[src/rtl/fir_pkg.sv]
// Shared definitions for the FIR sample feeder and the FIR top.
package fir_pkg;

  // Feeder control states.
  typedef enum logic [1:0] {
    ST_IDLE = 2'd0,
    ST_SEND = 2'd1,
    ST_WAIT = 2'd2
  } state_t;

  // Default datapath widths, shared with the FIR core top level.
  localparam int DEF_IN_WIDTH  = 16;
  localparam int DEF_OUT_WIDTH = 38;
  localparam int DEF_RES_WIDTH = 16;

endpackage

[src/rtl/fir_result_fifo.sv]
// Small result FIFO; the head entry is visible combinationally on dout.
module fir_result_fifo #(
  parameter int DEPTH     = 4,
  parameter int RES_WIDTH = 16
) (
  input  logic                       clk,
  input  logic                       rst,
  input  logic                       push,
  input  logic                       pop,
  input  logic [RES_WIDTH-1:0]       din,
  output logic [RES_WIDTH-1:0]       dout,
  output logic [$clog2(DEPTH):0]     count,
  output logic                       empty
);

  localparam int AW = $clog2(DEPTH);

  logic [RES_WIDTH-1:0] mem [DEPTH];
  logic [AW-1:0]        wr_ptr_reg;
  logic [AW-1:0]        rd_ptr_reg;
  logic [AW:0]          count_reg;

  // Storage has no reset so it can map onto distributed or block memory.
  always_ff @(posedge clk) begin
    if (push) begin
      mem[wr_ptr_reg] <= din;
    end
  end

  // Pointers wrap naturally because DEPTH is a power of two.
  always_ff @(posedge clk or negedge rst) begin
    if (!rst) begin
      wr_ptr_reg <= '0;
      rd_ptr_reg <= '0;
      count_reg  <= '0;
    end else begin
      if (push) wr_ptr_reg <= wr_ptr_reg + 1'b1;
      if (pop)  rd_ptr_reg <= rd_ptr_reg + 1'b1;
      case ({push, pop})
        2'b10:   count_reg <= count_reg + 1'b1;
        2'b01:   count_reg <= count_reg - 1'b1;
        default: count_reg <= count_reg;
      endcase
    end
  end

  assign dout  = mem[rd_ptr_reg];
  assign count = count_reg;
  assign empty = (count_reg == '0);

endmodule

[src/rtl/fir_sample_feeder.sv]
// Feeds one sample at a time into the FIR core, then scales and queues its result.
module fir_sample_feeder
  import fir_pkg::*;
#(
  parameter int IN_WIDTH  = DEF_IN_WIDTH,
  parameter int OUT_WIDTH = DEF_OUT_WIDTH,
  parameter int RES_WIDTH = DEF_RES_WIDTH,
  parameter int SHIFT     = 15,
  parameter int DEPTH     = 4,
  parameter int TIMEOUT   = 255
) (
  input  logic                 clk,
  input  logic                 rst,
  input  logic [IN_WIDTH-1:0]  s_data,
  input  logic                 s_valid,
  output logic                 s_ready,
  output logic [IN_WIDTH-1:0]  FIR_input,
  output logic                 input_valid,
  input  logic [OUT_WIDTH-1:0] FIR_output,
  input  logic                 output_valid,
  output logic [RES_WIDTH-1:0] m_data,
  output logic                 m_valid,
  input  logic                 m_ready,
  output logic                 sat_flag,
  output logic                 timeout_flag
);

  localparam int CW = $clog2(DEPTH) + 1;
  localparam int TW = $clog2(TIMEOUT + 1);
  localparam int EW = OUT_WIDTH + 1;

  // Rounding constant and clamp limits, all in the guard-extended width.
  localparam logic [EW-1:0] RND  = {{(EW-1){1'b0}}, 1'b1} << (SHIFT - 1);
  localparam logic [EW-1:0] RMAX = {{(EW-RES_WIDTH+1){1'b0}}, {(RES_WIDTH-1){1'b1}}};
  localparam logic [EW-1:0] RMIN = {{(EW-RES_WIDTH+1){1'b1}}, {(RES_WIDTH-1){1'b0}}};

  state_t               state_reg, state_next;
  logic [TW-1:0]        timer_reg;
  logic [IN_WIDTH-1:0]  fir_input_reg;
  logic                 sat_reg;
  logic                 timeout_reg;
  logic [CW-1:0]        fifo_count;
  logic                 fifo_empty;
  logic [RES_WIDTH-1:0] fifo_dout;
  logic                 push, pop, accept, timer_done;
  logic signed [EW-1:0] round_sum, shifted;
  logic [RES_WIDTH-1:0] res_value;
  logic                 res_sat;

  // Gated by rst so every output reads 0 while reset is held.
  assign s_ready    = rst && (state_reg == ST_IDLE) && (fifo_count < CW'(DEPTH));
  assign accept     = s_valid && s_ready;
  assign timer_done = (timer_reg == TW'(TIMEOUT - 1));
  assign push       = (state_reg == ST_WAIT) && output_valid;
  assign pop        = m_valid && m_ready;

  // Next-state logic; output_valid takes priority over the timeout.
  always_comb begin
    state_next = state_reg;
    case (state_reg)
      ST_IDLE: if (accept) state_next = ST_SEND;
      ST_SEND: state_next = ST_WAIT;
      ST_WAIT: if (output_valid || timer_done) state_next = ST_IDLE;
      default: state_next = ST_IDLE;
    endcase
  end

  // State register.
  always_ff @(posedge clk or negedge rst) begin
    if (!rst) state_reg <= ST_IDLE;
    else      state_reg <= state_next;
  end

  // Sample capture, wait timer and sticky status flags.
  always_ff @(posedge clk or negedge rst) begin
    if (!rst) begin
      fir_input_reg <= '0;
      timer_reg     <= '0;
      sat_reg       <= 1'b0;
      timeout_reg   <= 1'b0;
    end else begin
      if (accept) fir_input_reg <= s_data;
      if (state_reg == ST_SEND)      timer_reg <= '0;
      else if (state_reg == ST_WAIT) timer_reg <= timer_reg + 1'b1;
      if (push && res_sat) sat_reg <= 1'b1;
      if ((state_reg == ST_WAIT) && !output_valid && timer_done) timeout_reg <= 1'b1;
    end
  end

  // Round half-up, arithmetic shift, then clamp to the signed result range.
  always_comb begin
    round_sum = $signed({FIR_output[OUT_WIDTH-1], FIR_output}) + $signed(RND);
    shifted   = round_sum >>> SHIFT;
    res_sat   = 1'b0;
    res_value = shifted[RES_WIDTH-1:0];
    if (shifted > $signed(RMAX)) begin
      res_value = {1'b0, {(RES_WIDTH-1){1'b1}}};
      res_sat   = 1'b1;
    end else if (shifted < $signed(RMIN)) begin
      res_value = {1'b1, {(RES_WIDTH-1){1'b0}}};
      res_sat   = 1'b1;
    end
  end

  fir_result_fifo #(
    .DEPTH     (DEPTH),
    .RES_WIDTH (RES_WIDTH)
  ) u_fifo (
    .clk   (clk),
    .rst   (rst),
    .push  (push),
    .pop   (pop),
    .din   (res_value),
    .dout  (fifo_dout),
    .count (fifo_count),
    .empty (fifo_empty)
  );

  assign FIR_input    = fir_input_reg;
  assign input_valid  = (state_reg == ST_SEND);
  assign m_valid      = !fifo_empty;
  assign m_data       = fifo_empty ? '0 : fifo_dout;
  assign sat_flag     = sat_reg;
  assign timeout_flag = timeout_reg;

endmodule

[config.mk]
export PLATFORM = sky130hd
export DESIGN_NAME = fir_sample_feeder
export DESIGN_NICKNAME = d
export VERILOG_FILES = /design/src/rtl/fir_pkg.sv /design/src/rtl/fir_result_fifo.sv /design/src/rtl/fir_sample_feeder.sv
export SDC_FILE = /design/constraint.sdc
export NUM_CORES = 1
export LEC_CHECK = 0
export CELL_PAD_IN_SITES_DETAIL_PLACEMENT = 1
export CELL_PAD_IN_SITES_GLOBAL_PLACEMENT = 2
export CORE_ASPECT_RATIO = 0.7
export CORE_MARGIN = 5
export CORE_UTILIZATION = 38
export CTS_CLUSTER_SIZE = 12
export DETAILED_ROUTE_END_ITERATION = 12
export PLACE_DENSITY = 0.92
export SLEW_MARGIN = 15
export SYNTH_ARGS = -nofsm -noshare
export SYNTH_HDL_FRONTEND = slang
export SYNTH_SLANG_ARGS = --single-unit
[constraint.sdc]
create_clock -name clk -period 3.82 [get_ports clk]
set_input_delay 0.764 -clock clk [delete_from_list [all_inputs] [get_ports clk]]
set_output_delay 0.764 -clock clk [all_outputs]
set_load 0.01 [all_outputs]
==> summary.txt, run 1 <==
STA
  • Part of the cycle the worst path needs: 91.1%
  • Slew margin rel.: 41.8%
  • Setup_tns: 0 ns
  • Unrepaired setup endpoints after global routing: false
  • Pins Over Slew Limit: 0
  • Setup-failing EPs final: 0
  • Clock Skew: 0.00608 ns
  • Hold Vio Cnt, Final: 0
  • Max Freq: 0.287 GHz
  • Min Tclk post-route: 3.48 ns
  • Worst-Margin Slew: 0.874 ns

Global route
  • Global route total overflow: 0
  • Vias in the first global route: 3339
  • First-pass GRT wire length: 18300 um
  • Antenna violations before repair: 0
  • Largest net degree at the start of global routing: 36
  • Global router's overall resource usage: 15.8%

Yosys
  • Post-synthesis sequential area ratio: 58.6%
  • Dominant cells by area after synthesis: edfxtp_1, dfrtp_1, mux4_2
  • Gate count of the mapped netlist: 340
  • Yosys synthesis warning count: 0
  • Area leader, netlist: edfxtp_1
  • Synthesized flop and latch total: 99
  • Async set-reset flop share out of synthesis: 35.4%
  • Top cell type's share of synthesized area: 40.2%
  • Unique masters post-synth: 46
  • Mean Syn Cell Area: 14.1 um^2
  • Synth Flop Type: edfxtp_1
  • Number of synthesized flops with an enable pin: 64
  • Syn Nets: 411
  • Post-Syn Area: 0.00478 mm^2

Routing
  • Router iterations before antenna repair: 4
  • Drt drc: 0
  • Remaining antenna violation count: 0
  • Met3 wire len: 503 um
  • DR top layer: met4
  • DR iter-0 viols: 120
  • Routed length on met2: 5550 um
  • Post-Route WL: 11200 um
  • Wire length per cell: 19.0 um
  • Via-to-Cell Ratio: 5.24
  • Wl on met1: 4980 um
  • Via count: 3087

Critical path
  • Worst setup EP type: flip-flop
  • Critical Path RT: 3.86 ns
  • CP arrival: 3.52 ns
  • Kind of start point of the critical path: input pin
  • Worst Path Max Fanout: 18
  • Crit Path Category: in2reg

CTS
  • Clock Tree Root: clkbuf_16
  • Post-CTS setup buffers: 0
  • CTS tree: done
  • Post-CTS Hold Buffers: 0
  • Post-CTS Resized: 0
  • Clk_lat worst skew: 0.34 ns
  • CTS max path bufs: 2
  • Cts bufs inserted: 9
  • CTS sink count: 99
  • CTS clk-pin slew, worst paths: 0.06 ns
  • H-tree depth: 3

Placement
  • Instance area at placement: 0.00575 mm^2
  • Port buffer count: 81
  • Hpwl dp: 8090 um
  • Final Wtd Congestion: 0.784

Floorplanning
  • Chip height: 104 um
  • Boundary Pins: 96
  • Site Rows: 34
  • Total die area: 0.0149 mm^2
  • DIE WIDTH: 144 um
  • Initial cell density of the core: 38.6%
  • Placeable Area: 0.0124 mm^2

Power and ir drop
  • Power Density: 647 mW/mm^2
  • Switching share of power: 29.4%
  • Sw Pwr: 0.00115 W
  • Seq pwr share: 38.6%
  • Internal power: 0.00277 W
  • VDD IR-drop max: 0.000379 V
  • Logic gate share of total power: 37.5%
  • Leak: 2.21 nW
  • Clock power frac: 23.9%

Cells and area
  • Max reg flops: 64
  • Area Growth Syn to Fin: 26.9%
  • Layout cells sized above 1: 15.7%
  • Fin area: 0.00606 mm^2
  • NumNets Final: 493
  • Diode count: 0
  • Core Util, Final: 49.0%

Flow run
  • Max-Cap Viols: 0

Status
  • Status: complete, no violations

Hold path
  • Worst hold path class: reg2reg
power groups by stage:
stage | clock [W] | sequential [W] | combinational, W
3_5_place_dp | 0 | 0.00154 | 0.00150
2_1_floorplan | 0 | 0.00151 | 0.000811
4_1_cts | 0.000960 | 0.00152 | 0.00151
6_report | 0.000938 | 0.00151 | 0.00147
5_1_grt | 0.00101 | 0.00154 | 0.00160
3_3_place_gp | 0 | 0.00152 | 0.00144
layer usage:
metal	global-route usage (%)	vias up
met1	21.0	1570
met4	4.50	0
met3	3.78	15
met2	25.9	75
li1	-	1427
met5	0	-
cells in the final DEF, fill, tap and decap left out, types with 6 or more instances in the layout:
| master | Yosys | routed |
|---|---|---|
| ha_1 | 11 | 11 |
| a21oi_1 | 7 | 7 |
| clkbuf_16 | 0 | 9 |
| clkdlybuf4s50_1 | 0 | 81 |
| and3_1 | 8 | 8 |
| nand4_1 | 7 | 7 |
| edfxtp_1 | 64 | 64 |
| inv_1 | 16 | 16 |
| buf_4 | 1 | 6 |
| and2_1 | 24 | 24 |
| nor2_1 | 9 | 9 |
| nand2_1 | 14 | 14 |
| o22ai_1 | 12 | 12 |
| xnor2_1 | 11 | 11 |
| mux4_2 | 16 | 16 |
| dfrtp_1 | 35 | 35 |
| or3_1 | 6 | 6 |
| mux2_2 | 20 | 20 |
| nand3_1 | 10 | 10 |
| xor2_1 | 14 | 14 |
path summary, 6_finish.rpt:
path	to	from	cells past startpoint	slack (ns)
setup / recovery	u_fifo.mem[1][2]$_DFFE_PP_	FIR_output[21]	7	0.34
hold / removal	u_fifo.count[2]$_DFFE_PN0P_	u_fifo.count[2]$_DFFE_PN0P_	1	0.49
setup reg to reg	u_fifo.count[2]$_DFFE_PN0P_	u_fifo.count[0]$_DFFE_PN0P_	8	1.49
hold reg to reg	u_fifo.count[2]$_DFFE_PN0P_	u_fifo.count[2]$_DFFE_PN0P_	1	0.49
max in group asynchronous	u_fifo.wr_ptr_reg[0]$_DFFE_PN0P_	rst	2	2.56
min in group asynchronous	FIR_input[13]$_DFFE_PN0P_	rst	2	0.93
worst max-delay path: stages:
cell and delay, ns:
clkdlybuf4s50_1 0.56, and4_1 0.43, nand4_4 0.22, o21ai_0 0.36
inv_1 0.33, and2_1 0.24, a211oi_1 0.63
cells in the mapped netlist, types with 7 or more instances:
library cell  count
edfxtp_1         64
dfrtp_1          35
and2_1           24
mux2_2           20
inv_1            16
mux4_2           16
nand2_1          14
xor2_1           14
o22ai_1          12
ha_1             11
xnor2_1          11
nand3_1          10
clkbuf_1          9
nor2_1            9
and3_1            8
a21oi_1           7
nand4_1           7
final cells by class:
class,count,area (um^2)
fill,1273,6320
clock buffer,10,229
inverter,16,60.1
sequential,99,2800
multi-input combinational,209,1840
clock inverter,6,80.1
tap,162,203
timing repair buffer,87,856
through the flow:
| stage | hold slack [ns] | cells | power, W | setup slack (ns) |
|---|---|---|---|---|
| finish | 0.494 | 589 | 0.00392 | 0.340 |
| global route | 0.521 | 589 | 0.00415 | 0.144 |
| CTS | 0.501 | 589 | 0.00399 | 0.395 |
| detailed placement | 0.470 | 573 | 0.00303 | 0.00422 |
| global placement | 0.458 | 573 | 0.00296 | 0.354 |
| floorplan | 0.456 | 340 | 0.00232 | 1.13 |
cell families (layout without fill, tap and decap cells):
family | Yosys count | count (layout) | synth area share (%)
DFF | 99 | 99 | 58.6
and+or+nand+nor | 93 | 93 | 12.1
AOI/OAI and AO/OA | 41 | 41 | 5.79
muxes | 38 | 38 | 12.7
buffers and inverters | 32 | 119 | 2.99
xor gates and xnor gates | 25 | 25 | 4.58
adders and majority gates | 12 | 12 | 3.30
No activity file was read; power rests on OpenSTA's default activity.
==> inputs of run 2 (changes only) <==
--- a/config.mk
+++ b/config.mk
@@ -13,6 +13,7 @@
 export CTS_CLUSTER_SIZE = 12
 export DETAILED_ROUTE_END_ITERATION = 12
 export PLACE_DENSITY = 0.92
+export SKIP_LAST_GASP = 1
 export SLEW_MARGIN = 15
 export SYNTH_ARGS = -nofsm -noshare
 export SYNTH_HDL_FRONTEND = slang
==> constraint.sdc (replaced) <==
create_clock -name clk -period 4.1 [get_ports clk]
set_input_delay 0.82 -clock clk [delete_from_list [all_inputs] [get_ports clk]]
set_output_delay 0.82 -clock clk [all_outputs]
set_load 0.01 [all_outputs]
==> summary.txt, run 2 (synthesized netlist as in run 1, its figures left out) <==
Power and ir drop
  • VDD IR-drop max: 0.000299 V (-21%)
  • Leak: 2.19 nW (-1.1%)
  • Switching share of power: 30.5% (+1.1 points)
  • Seq pwr share: 40.1% (+1.5 points)
  • Internal power: 0.00247 W (-11%)
  • Power Density: 590 mW/mm^2 (-8.9%)
  • Clock power frac: 22.1% (-1.8 points)
  • Sw Pwr: 0.00108 W (-6.2%)
  • Logic gate share of total power: 37.8% (+0.3 points)

Global route
  • Largest net degree at the start of global routing: 36 (unchanged)
  • First-pass GRT wire length: 17400 um (-4.8%)
  • Antenna violations before repair: 0 (unchanged)
  • Global route total overflow: 0 (unchanged)
  • Vias in the first global route: 3264 (-2.2%)
  • Global router's overall resource usage: 15.0% (-0.89 points)

Critical path
  • Worst setup EP type: flip-flop
  • Delay-heaviest family, CP: buffers and inverters
  • Worst Path Max Fanout: 18 (unchanged)
  • CP arrival: 3.46 ns (-0.06 ns)
  • Kind of start point of the critical path: input pin
  • Critical Path RT: 4.18 ns (+0.32 ns)
  • FF-to-FF End: u_fifo.count[2]$_DFFE_PN0P_
  • Crit-path slowest cell: clkdlybuf4s50_1
  • Crit Path Category: in2reg
  • Worst path max stage delay: 0.55 ns (-0.08 ns)
  • Critical Path, Cell by Cell: clkdlybuf4s50_1, and4_1, nand4_4, o21ai_0, inv_1, and2_1, a211oi_1
  • Worst R2R Setup Slack: 1.84 ns (+0.35 ns)
  • WP buf/inv: 2 (unchanged)
  • Worst r2r src: u_fifo.count[1]$_DFFE_PN0P_
  • Worst reg2reg path depth: 8 (unchanged)

STA
  • Hold Vio Cnt, Final: 0 (unchanged)
  • Part of the cycle the worst path needs: 82.5%
  • Fin Hold WS: 0.472 ns (-0.0220 ns)
  • Clock Skew: 0.0131 ns (+0.00701 ns)
  • Unrepaired setup endpoints after global routing: false
  • Setup_tns: 0 ns (unchanged)
  • Min Tclk post-route: 3.38 ns
  • Setup-failing EPs final: 0 (unchanged)
  • Slew margin rel.: 40.0% (-1.7 points)
  • Worst-Margin Slew: 0.900 ns (+0.0260 ns)
  • Max Freq: 0.296 GHz
  • Pins Over Slew Limit: 0 (unchanged)

Floorplanning
  • Chip height: 104 um (unchanged)
  • Site Rows: 34 (unchanged)
  • Boundary Pins: 96 (unchanged)
  • DIE WIDTH: 144 um (unchanged)
  • Placeable Area: 0.0124 mm^2 (unchanged)
  • Total die area: 0.0149 mm^2 (unchanged)
  • Initial cell density of the core: 38.6% (unchanged)

CTS
  • CTS sink count: 99 (unchanged)
  • Post-CTS Resized: 0 (unchanged)
  • Clock Tree Root: clkbuf_16
  • CTS clk-pin slew, worst paths: 0.07 ns (about the same)
  • CTS tree: done
  • Clk_lat worst skew: 0.34 ns (about the same)
  • CTS max path bufs: 2 (unchanged)
  • Post-CTS Hold Buffers: 0 (unchanged)
  • H-tree depth: 3 (unchanged)
  • Cts bufs inserted: 9 (unchanged)
  • Post-CTS setup buffers: 0 (unchanged)

Hold path
  • Hold EP: sat_flag$_DFFE_PN0P_
  • Origin of the worst min-delay path: sat_flag$_DFFE_PN0P_
  • Hold depth: 2 (+1)
  • Worst hold path class: reg2reg

Routing
  • Wire length per cell: 18.2 um (-4.5%)
  • Via count: 2989 (-3.2%)
  • DR iter-0 viols: 186 (+55%)
  • Remaining antenna violation count: 0 (unchanged)
  • Router iterations before antenna repair: 5 (+1)
  • Via-to-Cell Ratio: 5.09 (-2.8%)
  • Drt drc: 0 (unchanged)
  • Post-Route WL: 10700 um (-4.8%)

Cells and area
  • Area Growth Syn to Fin: 25.9%
  • Max reg flops: 64 (unchanged)
  • NumNets Final: 491 (-0.41%)
  • Most common cell after layout, fill and taps aside: clkdlybuf4s50_1
  • Fin area: 0.00602 mm^2 (-0.76%)
  • Layout cells sized above 1: 15.8% (+0.074 points)
  • Most frequent cells in the layout: clkdlybuf4s50_1, edfxtp_1, dfrtp_1
  • Diode count: 0 (unchanged)
  • Core Util, Final: 48.6% (-0.37 points)

Placement
  • Instance area at placement: 0.00574 mm^2 (-0.26%)
  • Final Wtd Congestion: 0.764 (-2.5%)
  • Hpwl dp: 7950 um (-1.7%)
  • Port buffer count: 81 (unchanged)

Flow run
  • Max-Cap Viols: 0 (unchanged)

Status
  • Status: complete, no violations
## run 2: layout make-up
type | instances | area (um^2)
clock inverter | 6 | 48.8
multi-input combinational | 209 | 1840
timing repair buffer | 85 | 841
tap | 162 | 203
fill | 1260 | 6360
clock buffer | 10 | 229
sequential | 99 | 2800
inverter | 16 | 60.1
## run 2: metal layers
layer	GRT usage, %	routed length, um	share of wire [%]
met1	20.7	4740	44
met2	23.9	5170	48
met3	3.45	626	5.9
met4	3.70	140	1.3
met5	0	0	0
## run 2: worst max-delay path by stage
stage	from	endpoint	slack [ns]	cells after the start
after floorplan	FIR_output[14]	u_fifo.mem[0][0]$_DFFE_PP_	1.36	9
after global placement	FIR_output[21]	u_fifo.mem[0][8]$_DFFE_PP_	0.49	7
after detailed placement	FIR_output[21]	u_fifo.mem[0][8]$_DFFE_PP_	0.37	7
after CTS	FIR_output[21]	u_fifo.mem[3][8]$_DFFE_PP_	0.72	7
after global routing	FIR_output[14]	u_fifo.mem[2][8]$_DFFE_PP_	0.45	8
final	FIR_output[21]	u_fifo.mem[2][8]$_DFFE_PP_	0.72	7
## run 2: worst min-delay path, delay by kind of cell, from the launching register on
kind / cells / cell delay (ns)
flip-flops: 1 / 0.34
AO/OA/AOI/OAI: 1 / 0.06
buffers and inverters: 1 / 0.04
## run 2: power by group through the flow
| stage | combinational [W] | sequential [W] | clock, W |
|---|---|---|---|
| 3_5_place_dp | 0.00137 | 0.00145 | 0 |
| 2_1_floorplan | 0.000756 | 0.00141 | 0 |
| 5_1_grt | 0.00147 | 0.00146 | 0.000856 |
| 3_3_place_gp | 0.00132 | 0.00143 | 0 |
| 6_report | 0.00134 | 0.00142 | 0.000785 |
| 4_1_cts | 0.00137 | 0.00143 | 0.000800 |
## run 2: through the flow
step / setup WS [ns] / power [W] / instances
final: 0.719 / 0.00355 / 587
after CTS: 0.716 / 0.00360 / 587
after detailed placement: 0.368 / 0.00282 / 571
after global placement: 0.488 / 0.00275 / 571
after floorplan: 1.36 / 0.00216 / 340
after global routing: 0.450 / 0.00378 / 587
